**src/rtl/fir_seq_pkg.sv**
```systemverilog
// Shared types and helpers for the FIR bank sequencer: state encoding, default sizes,
// and modular pointer subtraction used to find the oldest sample of a frame.
package fir_seq_pkg;

    typedef enum logic [1:0] {
        IDLE = 2'd0,
        RUN  = 2'd1,
        DONE = 2'd2
    } state_e;

    localparam int NUM_TAPS_DFLT = 1021;
    localparam int QDEPTH_DFLT   = 1536;

    // (ptr - n) mod depth; ptr < depth and n < depth, depth added first so nothing goes negative
    function automatic logic [31:0] wrap_sub(input logic [31:0] ptr,
                                             input logic [31:0] n,
                                             input logic [31:0] depth);
        logic [31:0] sum;
        sum = ptr + depth - n;
        if (sum >= depth) begin
            wrap_sub = sum - depth;
        end else begin
            wrap_sub = sum;
        end
    endfunction

endpackage

```
**src/rtl/fir_seq_ctrl_circ_ptr.sv**
```systemverilog
// Loadable pointer that increments modulo DEPTH; drives the sample queue read address.
module circ_ptr #(
    parameter int DEPTH = 16,
    parameter int W     = $clog2(DEPTH)
) (
    input  logic         clk,
    input  logic         rst,
    input  logic         load,
    input  logic [W-1:0] load_val,
    input  logic         inc,
    output logic [W-1:0] ptr
);

    // Load has priority over increment; increment wraps DEPTH-1 back to 0
    always_ff @(posedge clk) begin
        if (rst) begin
            ptr <= {W{1'b0}};
        end else if (load) begin
            ptr <= load_val;
        end else if (inc) begin
            if (ptr == W'(DEPTH - 1)) begin
                ptr <= {W{1'b0}};
            end else begin
                ptr <= ptr + W'(1);
            end
        end else begin
            ptr <= ptr;
        end
    end

endmodule

```
**src/rtl/fir_seq_ctrl.sv**
```systemverilog
// Sequences the audio FIR band filters once per stereo frame, with a one-deep frame buffer.
// Optional macro FIR_SEQ_DROP_CNT_EN adds a saturating dropped-frame counter output.
module fir_seq_ctrl
    import fir_seq_pkg::*;
#(
    parameter int NUM_TAPS    = NUM_TAPS_DFLT,
    parameter int QUEUE_DEPTH = QDEPTH_DFLT,
    parameter int PTR_W       = $clog2(QUEUE_DEPTH)
) (
    input  logic             clk,
    input  logic             rst,
    input  logic             frm_vld,
    input  logic [PTR_W-1:0] wr_ptr,
    input  logic             clr_ovfl,
    output logic             sequencing,
    output logic [PTR_W-1:0] rd_addr,
    output logic             fir_vld,
    output logic             busy,
`ifdef FIR_SEQ_DROP_CNT_EN
    output logic [15:0]      drop_cnt,
`endif
    output logic             ovfl
);

    localparam int TAPS_MOD = NUM_TAPS % QUEUE_DEPTH;
    localparam int CNT_W    = $clog2(NUM_TAPS + 1);

    state_e             state_r;
    logic [CNT_W-1:0]   tap_cnt_r;
    logic               pend_vld_r;
    logic [PTR_W-1:0]   pend_ptr_r;

    logic               start_s;
    logic [PTR_W-1:0]   start_ptr_s;
    logic [PTR_W-1:0]   base_s;
    logic               last_tap_s;
    logic               inc_s;
    logic               drop_s;

    // Frame start decision; a pending frame always wins over a fresh strobe
    always_comb begin
        start_s     = 1'b0;
        start_ptr_s = wr_ptr;
        if (state_r == IDLE) begin
            start_s = pend_vld_r | frm_vld;
        end else begin
            start_s = 1'b0;
        end
        if (pend_vld_r) begin
            start_ptr_s = pend_ptr_r;
        end else begin
            start_ptr_s = wr_ptr;
        end
        base_s     = PTR_W'(wrap_sub(32'(start_ptr_s), 32'(TAPS_MOD), 32'(QUEUE_DEPTH)));
        last_tap_s = (tap_cnt_r == CNT_W'(NUM_TAPS));
        inc_s      = (state_r == RUN) && !last_tap_s;
        drop_s     = frm_vld && pend_vld_r && (state_r != IDLE);
    end

    circ_ptr #(
        .DEPTH (QUEUE_DEPTH),
        .W     (PTR_W)
    ) u_rd_ptr (
        .clk      (clk),
        .rst      (rst),
        .load     (start_s),
        .load_val (base_s),
        .inc      (inc_s),
        .ptr      (rd_addr)
    );

    // Main FSM with registered strobes
    always_ff @(posedge clk) begin
        if (rst) begin
            state_r    <= IDLE;
            tap_cnt_r  <= {CNT_W{1'b0}};
            sequencing <= 1'b0;
            fir_vld    <= 1'b0;
            busy       <= 1'b0;
        end else begin
            case (state_r)
                IDLE: begin
                    fir_vld   <= 1'b0;
                    tap_cnt_r <= {CNT_W{1'b0}};
                    if (start_s) begin
                        state_r    <= RUN;
                        sequencing <= 1'b1;
                        busy       <= 1'b1;
                    end else begin
                        state_r    <= IDLE;
                        sequencing <= 1'b0;
                        busy       <= 1'b0;
                    end
                end
                RUN: begin
                    // One extra cycle beyond NUM_TAPS primes the synchronous reads
                    if (last_tap_s) begin
                        state_r    <= DONE;
                        sequencing <= 1'b0;
                        fir_vld    <= 1'b1;
                    end else begin
                        state_r   <= RUN;
                        tap_cnt_r <= tap_cnt_r + CNT_W'(1);
                    end
                end
                DONE: begin
                    state_r <= IDLE;
                    fir_vld <= 1'b0;
                    busy    <= 1'b0;
                end
                default: begin
                    state_r    <= IDLE;
                    tap_cnt_r  <= {CNT_W{1'b0}};
                    sequencing <= 1'b0;
                    fir_vld    <= 1'b0;
                    busy       <= 1'b0;
                end
            endcase
        end
    end

    // One-deep pending slot; refilled in the same IDLE cycle that drains it
    always_ff @(posedge clk) begin
        if (rst) begin
            pend_vld_r <= 1'b0;
            pend_ptr_r <= {PTR_W{1'b0}};
        end else if (state_r == IDLE) begin
            if (pend_vld_r && frm_vld) begin
                pend_vld_r <= 1'b1;
                pend_ptr_r <= wr_ptr;
            end else begin
                pend_vld_r <= 1'b0;
                pend_ptr_r <= pend_ptr_r;
            end
        end else if (frm_vld && !pend_vld_r) begin
            pend_vld_r <= 1'b1;
            pend_ptr_r <= wr_ptr;
        end else begin
            pend_vld_r <= pend_vld_r;
            pend_ptr_r <= pend_ptr_r;
        end
    end

    // Sticky overflow; a drop in the clearing cycle keeps it set
    always_ff @(posedge clk) begin
        if (rst) begin
            ovfl <= 1'b0;
        end else if (drop_s) begin
            ovfl <= 1'b1;
        end else if (clr_ovfl) begin
            ovfl <= 1'b0;
        end else begin
            ovfl <= ovfl;
        end
    end

`ifdef FIR_SEQ_DROP_CNT_EN
    // Saturating drop counter; clear plus drop in one cycle leaves exactly one
    always_ff @(posedge clk) begin
        if (rst) begin
            drop_cnt <= 16'd0;
        end else if (drop_s) begin
            if (clr_ovfl) begin
                drop_cnt <= 16'd1;
            end else if (drop_cnt != 16'hFFFF) begin
                drop_cnt <= drop_cnt + 16'd1;
            end else begin
                drop_cnt <= drop_cnt;
            end
        end else if (clr_ovfl) begin
            drop_cnt <= 16'd0;
        end else begin
            drop_cnt <= drop_cnt;
        end
    end
`endif

endmodule
```
**config.mk**
```make
export PLATFORM = sky130hd
export DESIGN_NAME = fir_seq_ctrl
export DESIGN_NICKNAME = d
export VERILOG_FILES = /design/src/rtl/fir_seq_pkg.sv /design/src/rtl/fir_seq_ctrl_circ_ptr.sv /design/src/rtl/fir_seq_ctrl.sv
export SDC_FILE = /design/constraint.sdc
export NUM_CORES = 1
export LEC_CHECK = 0
export ABC_CLOCK_PERIOD_IN_PS = 2500
export BUFFER_PORTS_ARGS = -buffer_cell sky130_fd_sc_hd__buf_2
export CORE_AREA = 2 2 62 78
export CTS_CLUSTER_DIAMETER = 80
export DETAILED_ROUTE_END_ITERATION = 6
export DIE_AREA = 0 0 64 80
export GPL_TIMING_DRIVEN = 0
export PLACE_DENSITY_LB_ADDON = 0.3
export REMOVE_ABC_BUFFERS = 1
export SLEW_MARGIN = 10
export SYNTH_ARGS = -nofsm -noshare
export SYNTH_HDL_FRONTEND = slang
export SYNTH_SLANG_ARGS = --single-unit
```
**constraint.sdc**
```tcl
create_clock -name clk -period 2.5 [get_ports clk]
set_input_delay 0.25 -clock clk [delete_from_list [all_inputs] [get_ports clk]]
set_output_delay 0.25 -clock clk [all_outputs]
set_load 0.01 [all_outputs]
```
== Word level (Yosys, flattened, before mapping) ==
Cells that the tools add are included.
Storage, ports and cells
  register bits after elaboration: 39
  word-level logic and storage cells: 63
  input port bits: 15
  output and inout bits: 15
Operators by class
  mux-type cells: 23
  bitwise logic cells: 3
  add/sub/neg operators: 5
  equal/unequal tests: 7
  reduce and logical (&&, ||, !) cells: 15
  magnitude comparators: 1
Operators with widths (count)
  2-to-1 mux 11 bit: 8
  >= comparator 32 x 11 -> 1 bit, second input constant: 1
  case mux 10 bit (2 select lines): 1
  subtractor 12 x 10 -> 13 bit, second input constant: 1
  adder 11 x 11 -> 12 bit, second input constant: 1
  adder 11 x 1 -> 11 bit, second input constant: 1
  == test 11 bit, second input constant: 1
  subtractor 11 x 10 -> 11 bit, second input constant: 1
  adder 10 x 1 -> 10 bit, second input constant: 1
  == test 10 bit, second input constant: 1
  2-to-1 mux 10 bit: 1
  2-to-1 mux 1 bit: 9
  nonzero test 2 bit: 4
  AND reduction 2 bit: 3
  logical AND 1 bit: 4
  inequality test 2 bit, second input constant: 2
  case mux 2 bit (2 select lines): 1
  case mux 1 bit (3 select lines): 1
  == test 2 x 1 -> 1 bit, second input constant: 1
  == test 2 bit, second input constant: 1
  logical NOT 1 bit: 2
  logical NOT 2 bit: 1
  2-to-1 mux 2 bit: 1
  inequality test 2 x 1 -> 1 bit, second input constant: 1
  4 further kinds: 5

== Longest topological paths before layout ==
Gate-level depths: netlist of run 1.
  word-level depth: 6
  depth in mapped cells: 10

== Cells and area by module ==
A second synthesis of run 1 with hierarchy kept.
Second synthesis, totals
  cell total of the unflattened synthesis: 275
  area, all modules: 2318.5 µm²
Modules (own cells, without submodules)
  fir_seq_ctrl: cells an instance 194, sequential area each 560.5 µm², area each 1645.3 µm², times used 1
  circ_ptr: cells an instance 81, sequential area each 220.2 µm², area each 673.1 µm², times used 1

== Worst setup path after synthesis of run 1 ==
No wires, ideal clock.
  path type: flip-flop to flip-flop
  start point: register pend_vld_r
  end point: register u_rd_ptr.ptr[8]
  arrival: 1.842 ns
  slack: 0.579 ns
  stages on the path, launching flop included: 11
  setup time: 0.079 ns
  path buffers: 3
  cell sequence: dfxtp_1 -> buf_6 -> buf_8 -> buf_2 -> mux2i_1 -> ha_1 -> a21oi_2 -> and3_1 -> a21oi_1 -> nor2_1 -> a211oi_2
Between the ends
  longest elaborated chain between the ends: 6
  elaborated cells between the ends (all ways): 10
  classes of those cells: add/sub: 3; order compare: 1; mux: 4; bitwise: 1; reduce/logical: 1
RTL lines
  from (decl): line fir_seq_ctrl.sv:30  | logic pend_vld_r;
  from (signal assigned): line fir_seq_ctrl.sv:139  | pend_vld_r <= pend_vld_r;
  2-to-1 mux 11 bit: line fir_seq_ctrl.sv:49  | if (pend_vld_r) begin
  adder 11 x 11 -> 12 bit: line fir_seq_pkg.sv:19  | sum = ptr + depth - n;
  subtractor 12 x 10 -> 13 bit: line fir_seq_pkg.sv:19
  >= comparator 32 x 11 -> 1 bit / subtractor 11 x 10 -> 11 bit (equally long branches): line fir_seq_pkg.sv:20, fir_seq_pkg.sv:21
  2-to-1 mux 11 bit: line fir_seq_pkg.sv:20  | if (sum >= depth) begin
  2-to-1 mux 11 bit: line fir_seq_ctrl_circ_ptr.sv:18  | end else if (load) begin
  to (signal assigned): line fir_seq_ctrl_circ_ptr.sv:17  | ptr <= {W{1'b0}};
  to (signal assigned): line fir_seq_ctrl_circ_ptr.sv:19  | ptr <= load_val;
  to (signal assigned): line fir_seq_ctrl_circ_ptr.sv:22  | ptr <= {W{1'b0}};
  to (decl): line fir_seq_ctrl_circ_ptr.sv:11  | output logic [W-1:0] ptr
Parallel ways exist; a longest one is shown, timed or not.
A chain may end at the register's enable or synchronous reset.

== Worst setup path after layout of run 1 ==
  start point: register tap_cnt_r[0]
  end point: register u_rd_ptr.ptr[4]
Between the ends
  longest elaborated chain between the ends: 4
RTL lines
  from (decl): line fir_seq_ctrl.sv:29  | logic [CNT_W-1:0] tap_cnt_r;
  from (signal assigned): line fir_seq_ctrl.sv:76  | tap_cnt_r <= {CNT_W{1'b0}};
  from (signal assigned): line fir_seq_ctrl.sv:84  | tap_cnt_r <= {CNT_W{1'b0}};
  from (signal assigned): line fir_seq_ctrl.sv:103  | tap_cnt_r <= tap_cnt_r + CNT_W'(1);
  == test 10 bit: line fir_seq_ctrl.sv:55  | last_tap_s = (tap_cnt_r == CNT_W'(NUM_TAPS));
  logical NOT 1 bit: line fir_seq_ctrl.sv:56  | inc_s = (state_r == RUN) && !last_tap_s;
  logical AND 1 bit: line fir_seq_ctrl.sv:56
  nonzero test 2 bit (no line)
  to (signal assigned): line fir_seq_ctrl_circ_ptr.sv:22
  to (signal assigned): line fir_seq_ctrl_circ_ptr.sv:24  | ptr <= ptr + W'(1);
  to (signal assigned): line fir_seq_ctrl_circ_ptr.sv:27  | ptr <= ptr;
No other way between the ends.

==> results.json, run 1 <==
{
  "status": "finished clean",
  "syn_area_per_cell_um2": 8.763,
  "antenna_found_initial": 0,
  "vias_per_cell": 5.811,
  "path_clk_slew_ns": 0.08,
  "wirelength_met1_um": 2105,
  "clock_path_buffers": 2,
  "drtIter0Drc": 91,
  "met3_length_um": 196,
  "synth_edf_count": 0,
  "cts_buffers": 5,
  "synth_cells": 265,
  "setup-tns-final_ns": 0,
  "cap_violations": 0,
  "rows": 27,
  "grt_pass1_wl_um": 8100,
  "crit_fanout": 11,
  "holdBufCountCts": 0,
  "yosys.area.top_type": "dfxtp_1",
  "port_buffers": 29,
  "endpoint_kind": "register",
  "grt_pass1_vias": 1870,
  "ys.flop_type": "dfxtp_1",
  "vdd_ir_drop_max_mv": 0.3143,
  "cts.sinks": 39,
  "power_density_nw_per_um2": 552.6,
  "synthTopCellsByArea": "dfxtp_1 (34%), mux2i_1 (7.3%), nor2_1 (6.5%)",
  "r2r-start": "tap_cnt_r[0]",
  "ys_warn_count": 0,
  "r2r_slack_ns": 0.34,
  "finalCritPeriodShare_pct": 86.23,
  "drc": 0,
  "synth-seq-area-share_pct": 33.62,
  "tightestPinTransition_ns": 0.7584,
  "antennaDiodeCount": 0,
  "drive_gt1_share_pct": 20.27,
  "relSlewSlack_pct": 49.14,
  "tritoncts": "built",
  "ant_nets": 0,
  "dp_hpwl_um": 3446,
  "rsz0062_at_grt": "no",
  "crit_arrival_ns": 2.38,
  "highest_layer": "met4",
  "wl_met2_um": 2436,
  "synth_top_area_share_pct": 33.62,
  "min_period_ns": 2.156,
  "synthArstFlopShare_pct": 0,
  "startpoint_type": "register",
  "maxSlewViolCount": 0,
  "num_io_pins": 30,
  "hold_end": "pend_ptr_r[8]",
  "post_cts_buffers": 0,
  "p_leak_nw": 1.011,
  "netlist_area_um2": 2322,
  "n_fill_cell": 403,
  "die_area_um2": 5120,
  "final_cell_mix": "nor2_1 (40), dfxtp_1 (38), buf_2 (29)",
  "hold_viol": 0,
  "clk-insertion-delay-late_ns": 0.29,
  "wl_per_cell_um": 13.78,
  "ys_ff_latch": 39,
  "hold_start": "wr_ptr[8]",
  "synth.distinct_cells": 58,
  "finalSetupViolCount": 0,
  "hp-class": "input port to register",
  "dpl-instance-area_um2": 2450,
  "clock.fmax_mhz": 463.9,
  "grt_overflow": 0,
  "cts_resized": 1,
  "design_area_um2": 2532,
  "final_common_cell": "nor2_1",
  "die_h_um": 80,
  "dieWidth_um": 64,
  "critical_path_required_ns": 2.73,
  "htree_levels": 2,
  "r2r-end": "u_rd_ptr.ptr[4]",
  "worst_hold_path.num_cells": 3,
  "area_growth_pct": 9.052,
  "core-area_um2": 4358,
  "place_congestion": 0.8450,
  "rr_worst_depth": 7,
  "cts-root-buf": "clkbuf_8",
  "crit_type": "register to register",
  "initial_utilization_pct": 53.29,
  "grt_use_total_pct": 20.02,
  "wl_um": 4810,
  "nets": 309,
  "num_vias": 2028,
  "skew_ns": 0.007623,
  "grt_max_degree": 39,
  "firstDrtPassIters": 4
}
-- synthesized netlist by cell type (2+ instances only) --
cell type / n
a211oi_1: 4
a21o_1: 2
a21oi_1: 17
a21oi_2: 2
a311oi_1: 2
a31oi_1: 2
a31oi_2: 2
and3_1: 4
buf_2: 3
buf_6: 2
clkbuf_1: 2
dfxtp_1: 39
ha_1: 4
inv_1: 3
mux2_2: 2
mux2i_1: 17
nand2_1: 16
nand2b_1: 6
nand3_1: 12
nand3b_1: 2
nand4_1: 13
nor2_1: 40
nor2b_1: 3
nor3_1: 4
nor3b_1: 3
o211ai_1: 2
o21ai_0: 10
o21ai_1: 2
o21ai_2: 3
o31ai_1: 2
o32ai_1: 2
xnor2_1: 5
xor2_1: 8
-- sequential cells by signal (all words and copies together), names as in the netlist --
name / count
sequencing: 1
ovfl: 1
pend_ptr_r: 11
state_r: 2
u_rd_ptr.ptr: 11
fir_vld: 1
tap_cnt_r: 10
busy: 1
pend_vld_r: 1
-- worst max-delay path by stage --
stage                      start         endpoint  slack, ns  depth (start not counted)
finish              tap_cnt_r[0]  u_rd_ptr.ptr[4]       0.34                          7
global route        tap_cnt_r[0]  u_rd_ptr.ptr[2]       0.09                          7
floorplan             pend_vld_r  u_rd_ptr.ptr[9]       0.37                          7
detailed placement    pend_vld_r  u_rd_ptr.ptr[9]      0.001                          7
CTS                 tap_cnt_r[0]  u_rd_ptr.ptr[2]       0.30                          7
global placement      pend_vld_r  u_rd_ptr.ptr[9]       0.02                          7
-- power breakdown --
part	total (mW)	switching, mW	internal (mW)
clock network	0.411	0.215	0.196
registers	0.710	0.0510	0.659
logic	0.279	0.156	0.123
total	1.40	0.422	0.978
-- logic make-up after synthesis --
kind of cell | after synthesis | synth area share [%]
multiplexers | 20 | 8.890
buffers and inverters | 14 | 4.364
flip-flops | 39 | 33.62
XOR/XNOR | 13 | 4.903
AO/OA/AOI/OAI | 62 | 19.99
adder cells (fa/ha/maj) | 4 | 2.155
AND/OR/NAND/NOR | 113 | 26.08
-- metal layers --
layer,vias up,GRT usage (%)
li1,1024,-
met1,957,21.94
met2,39,37.19
met3,8,4.654
met4,0,6.957
met5,-,0
-- critical path, stage by stage (launching register included) --
cell,delay (ns)
dfxtp_1,0.47
ha_1,0.21
nand4_1,0.18
o31ai_2,0.66
nand2_1,0.26
o21ai_0,0.14
a21oi_1,0.09
nor2_1,0.09
-- layout make-up --
cell class	instances	area, um2	share of cell area (%)
multi-input combinational	212	1440	56.87
sequential	39	782.0	30.88
tap	58	72.57	2.866
timing repair buffer	29	145.1	5.731
clock buffer	7	76.32	3.014
inverter	3	11.26	0.4447
clock inverter	1	5.005	0.1976
-- per-stage QoR --
stage / hold WS [ns] / setup slack (ns) / power, mW / std cells / util [%]
2_1_floorplan: 0.3124 / 0.3686 / 0.9102 / 254 / -
3_3_place_gp: 0.4413 / 0.02469 / 0.9980 / 341 / 56.22
3_5_place_dp: 0.4437 / 0.001406 / 1.003 / 341 / 56.22
4_1_cts: 0.1935 / 0.2955 / 1.416 / 349 / 58.11
5_1_grt: 0.2029 / 0.09467 / 1.471 / 349 / 58.11
6_report: 0.1973 / 0.3442 / 1.399 / 349 / 58.11
Power figures use the tool's default switching activity.
==> inputs of run 2 (changes only) <==
--- a/config.mk
+++ b/config.mk
@@ -5,12 +5,12 @@
 export SDC_FILE = /design/constraint.sdc
 export NUM_CORES = 1
 export LEC_CHECK = 0
-export ABC_CLOCK_PERIOD_IN_PS = 2500
-export BUFFER_PORTS_ARGS = -buffer_cell sky130_fd_sc_hd__buf_2
+export ABC_CLOCK_PERIOD_IN_PS = 2600
 export CORE_AREA = 2 2 62 78
 export CTS_CLUSTER_DIAMETER = 80
 export DETAILED_ROUTE_END_ITERATION = 6
 export DIE_AREA = 0 0 64 80
+export DONT_BUFFER_PORTS = 1
 export GPL_TIMING_DRIVEN = 0
 export PLACE_DENSITY_LB_ADDON = 0.3
 export REMOVE_ABC_BUFFERS = 1
==> constraint.sdc (replaced) <==
create_clock -name clk -period 2.6 [get_ports clk]
set_input_delay 0.26 -clock clk [delete_from_list [all_inputs] [get_ports clk]]
set_output_delay 0.26 -clock clk [all_outputs]
set_load 0.01 [all_outputs]
==> results.json, run 2 (synthesis gave the netlist of run 1 again) <==
{
  "slowest_delay_ns": 0.68,
  "vdd_ir_drop_max_mv": 0.3279,
  "crit_fanout": 11,
  "rows": 27,
  "drtIter0Drc": 123,
  "final_cell_mix": "nor2_1 (40), dfxtp_1 (38), mux2i_1 (17), a21oi_1 (17), nand2_1 (16)",
  "maxSlewViolCount": 0,
  "drc": 0,
  "timing.critical_path.buf_inv": 0,
  "hp-class": "input port to register",
  "vias_per_cell": 5.863,
  "antennaDiodeCount": 0,
  "grt_max_degree": 39,
  "clock.fmax_mhz": 459.7,
  "crit_arrival_ns": 2.41,
  "grt_overflow": 0,
  "die_h_um": 80,
  "hold_end": "u_rd_ptr.ptr[8]",
  "p_leak_nw": 0.8979,
  "skew_ns": 0.007676,
  "firstDrtPassIters": 4,
  "critical_path_required_ns": 2.84,
  "place_congestion": 0.8420,
  "finalSetupViolCount": 0,
  "tritoncts": "built",
  "rr_worst_depth": 7,
  "antenna_found_initial": 0,
  "wl_per_cell_um": 14.90,
  "grt_use_total_pct": 20.49,
  "die_area_um2": 5120,
  "dp_hpwl_um": 3458,
  "area_growth_pct": 4.364,
  "worst_hold_path.num_cells": 1,
  "hold_start": "rst",
  "holdBufCountCts": 0,
  "r2r_slack_ns": 0.42,
  "path_clk_slew_ns": 0.08,
  "total_power_mw": 1.432,
  "nets": 280,
  "ant_nets": 0,
  "r2r-start": "tap_cnt_r[0]",
  "crit_start": "tap_cnt_r[0]",
  "relSlewSlack_pct": 47.33,
  "grt_pass1_vias": 1870,
  "wl_um": 4768,
  "min_period_ns": 2.175,
  "rsz0062_at_grt": "no",
  "cts-root-buf": "clkbuf_8",
  "cts_resized": 0,
  "port_buffers": 0,
  "dieWidth_um": 64,
  "finalCritPeriodShare_pct": 83.67,
  "grt_pass1_wl_um": 8362,
  "clk-insertion-delay-late_ns": 0.29,
  "core-area_um2": 4358,
  "power_density_nw_per_um2": 591.0,
  "initial_utilization_pct": 53.29,
  "num_io_pins": 30,
  "cts_buffers": 5,
  "hold_viol": 0,
  "endpoint_kind": "register",
  "cts.sinks": 39,
  "crit_type": "register to register",
  "path_cells": "ha_1 > nand4_1 > o31ai_2 > nand2_1 > o21ai_1 > a221oi_1 > nor2_1",
  "post_cts_buffers": 0,
  "tightestPinTransition_ns": 0.7853,
  "startpoint_type": "register",
  "clock_path_buffers": 2,
  "cpMaxStageDelayCell": "o31ai_2",
  "crit_family": "compound AO/OA/AOI/OAI gates",
  "htree_levels": 2,
  "cap_violations": 0,
  "num_vias": 1876,
  "status": "finished clean",
  "r2r-end": "u_rd_ptr.ptr[2]",
  "drive_gt1_share_pct": 12.21,
  "reg.largest.list": "pend_ptr_r x11, u_rd_ptr.ptr x11, tap_cnt_r x10",
  "setup-tns-final_ns": 0,
  "final_common_cell": "nor2_1"
}
==> run 2: area by class of cell <==
cell class / count / area [um2]
clock inverter: 2 / 35.03
fill: 406 / 1934
multi-input combinational: 212 / 1440
sequential: 39 / 782.0
inverter: 3 / 11.26
clock buffer: 6 / 82.58
tap: 58 / 72.57
==> run 2: layer usage <==
metal	part of all wire, %	global-route usage, %
met1	42	22.70
met2	52	36.46
met3	4.2	5.924
met4	1.5	8.043
met5	0	0
==> run 2: power by group <==
| group | switching, mW | internal (mW) | total, mW | leakage, nW |
|---|---|---|---|---|
| Sequential | 0.0630 | 0.633 | 0.696 | 0.319 |
| Clock | 0.212 | 0.311 | 0.523 | 0.0612 |
| Combinational | 0.115 | 0.0977 | 0.213 | 0.518 |
==> run 2: how the worst max path moves through the flow <==
stage	to	slack (ns)	cells after the start
floorplan	u_rd_ptr.ptr[9]	0.47	7
global placement	u_rd_ptr.ptr[9]	0.12	7
detailed placement	u_rd_ptr.ptr[10]	0.07	7
CTS	u_rd_ptr.ptr[10]	0.03	7
global route	u_rd_ptr.ptr[10]	0.17	7
finish	u_rd_ptr.ptr[2]	0.42	7
==> run 2: worst register-to-register path, cell delays in order, from the launching register on <==
cell and delay (ns):
dfxtp_1 0.47, ha_1 0.20, nand4_1 0.17, o31ai_2 0.68
nand2_1 0.27, o21ai_1 0.15, a221oi_1 0.09, nor2_1 0.09
==> run 2: through the flow <==
stage	area [um2]	hold WS, ns	worst slack, ns	cells	utilization [%]
finish	2424	0.03026	0.4245	320	55.61
global route	2424	0.008406	0.1720	320	55.61
CTS	2422	0.02215	0.03108	320	55.58
detailed placement	2305	0.3301	0.06615	312	52.89
global placement	2305	0.3296	0.1202	312	52.89
floorplan	2232	0.3224	0.4686	254	-
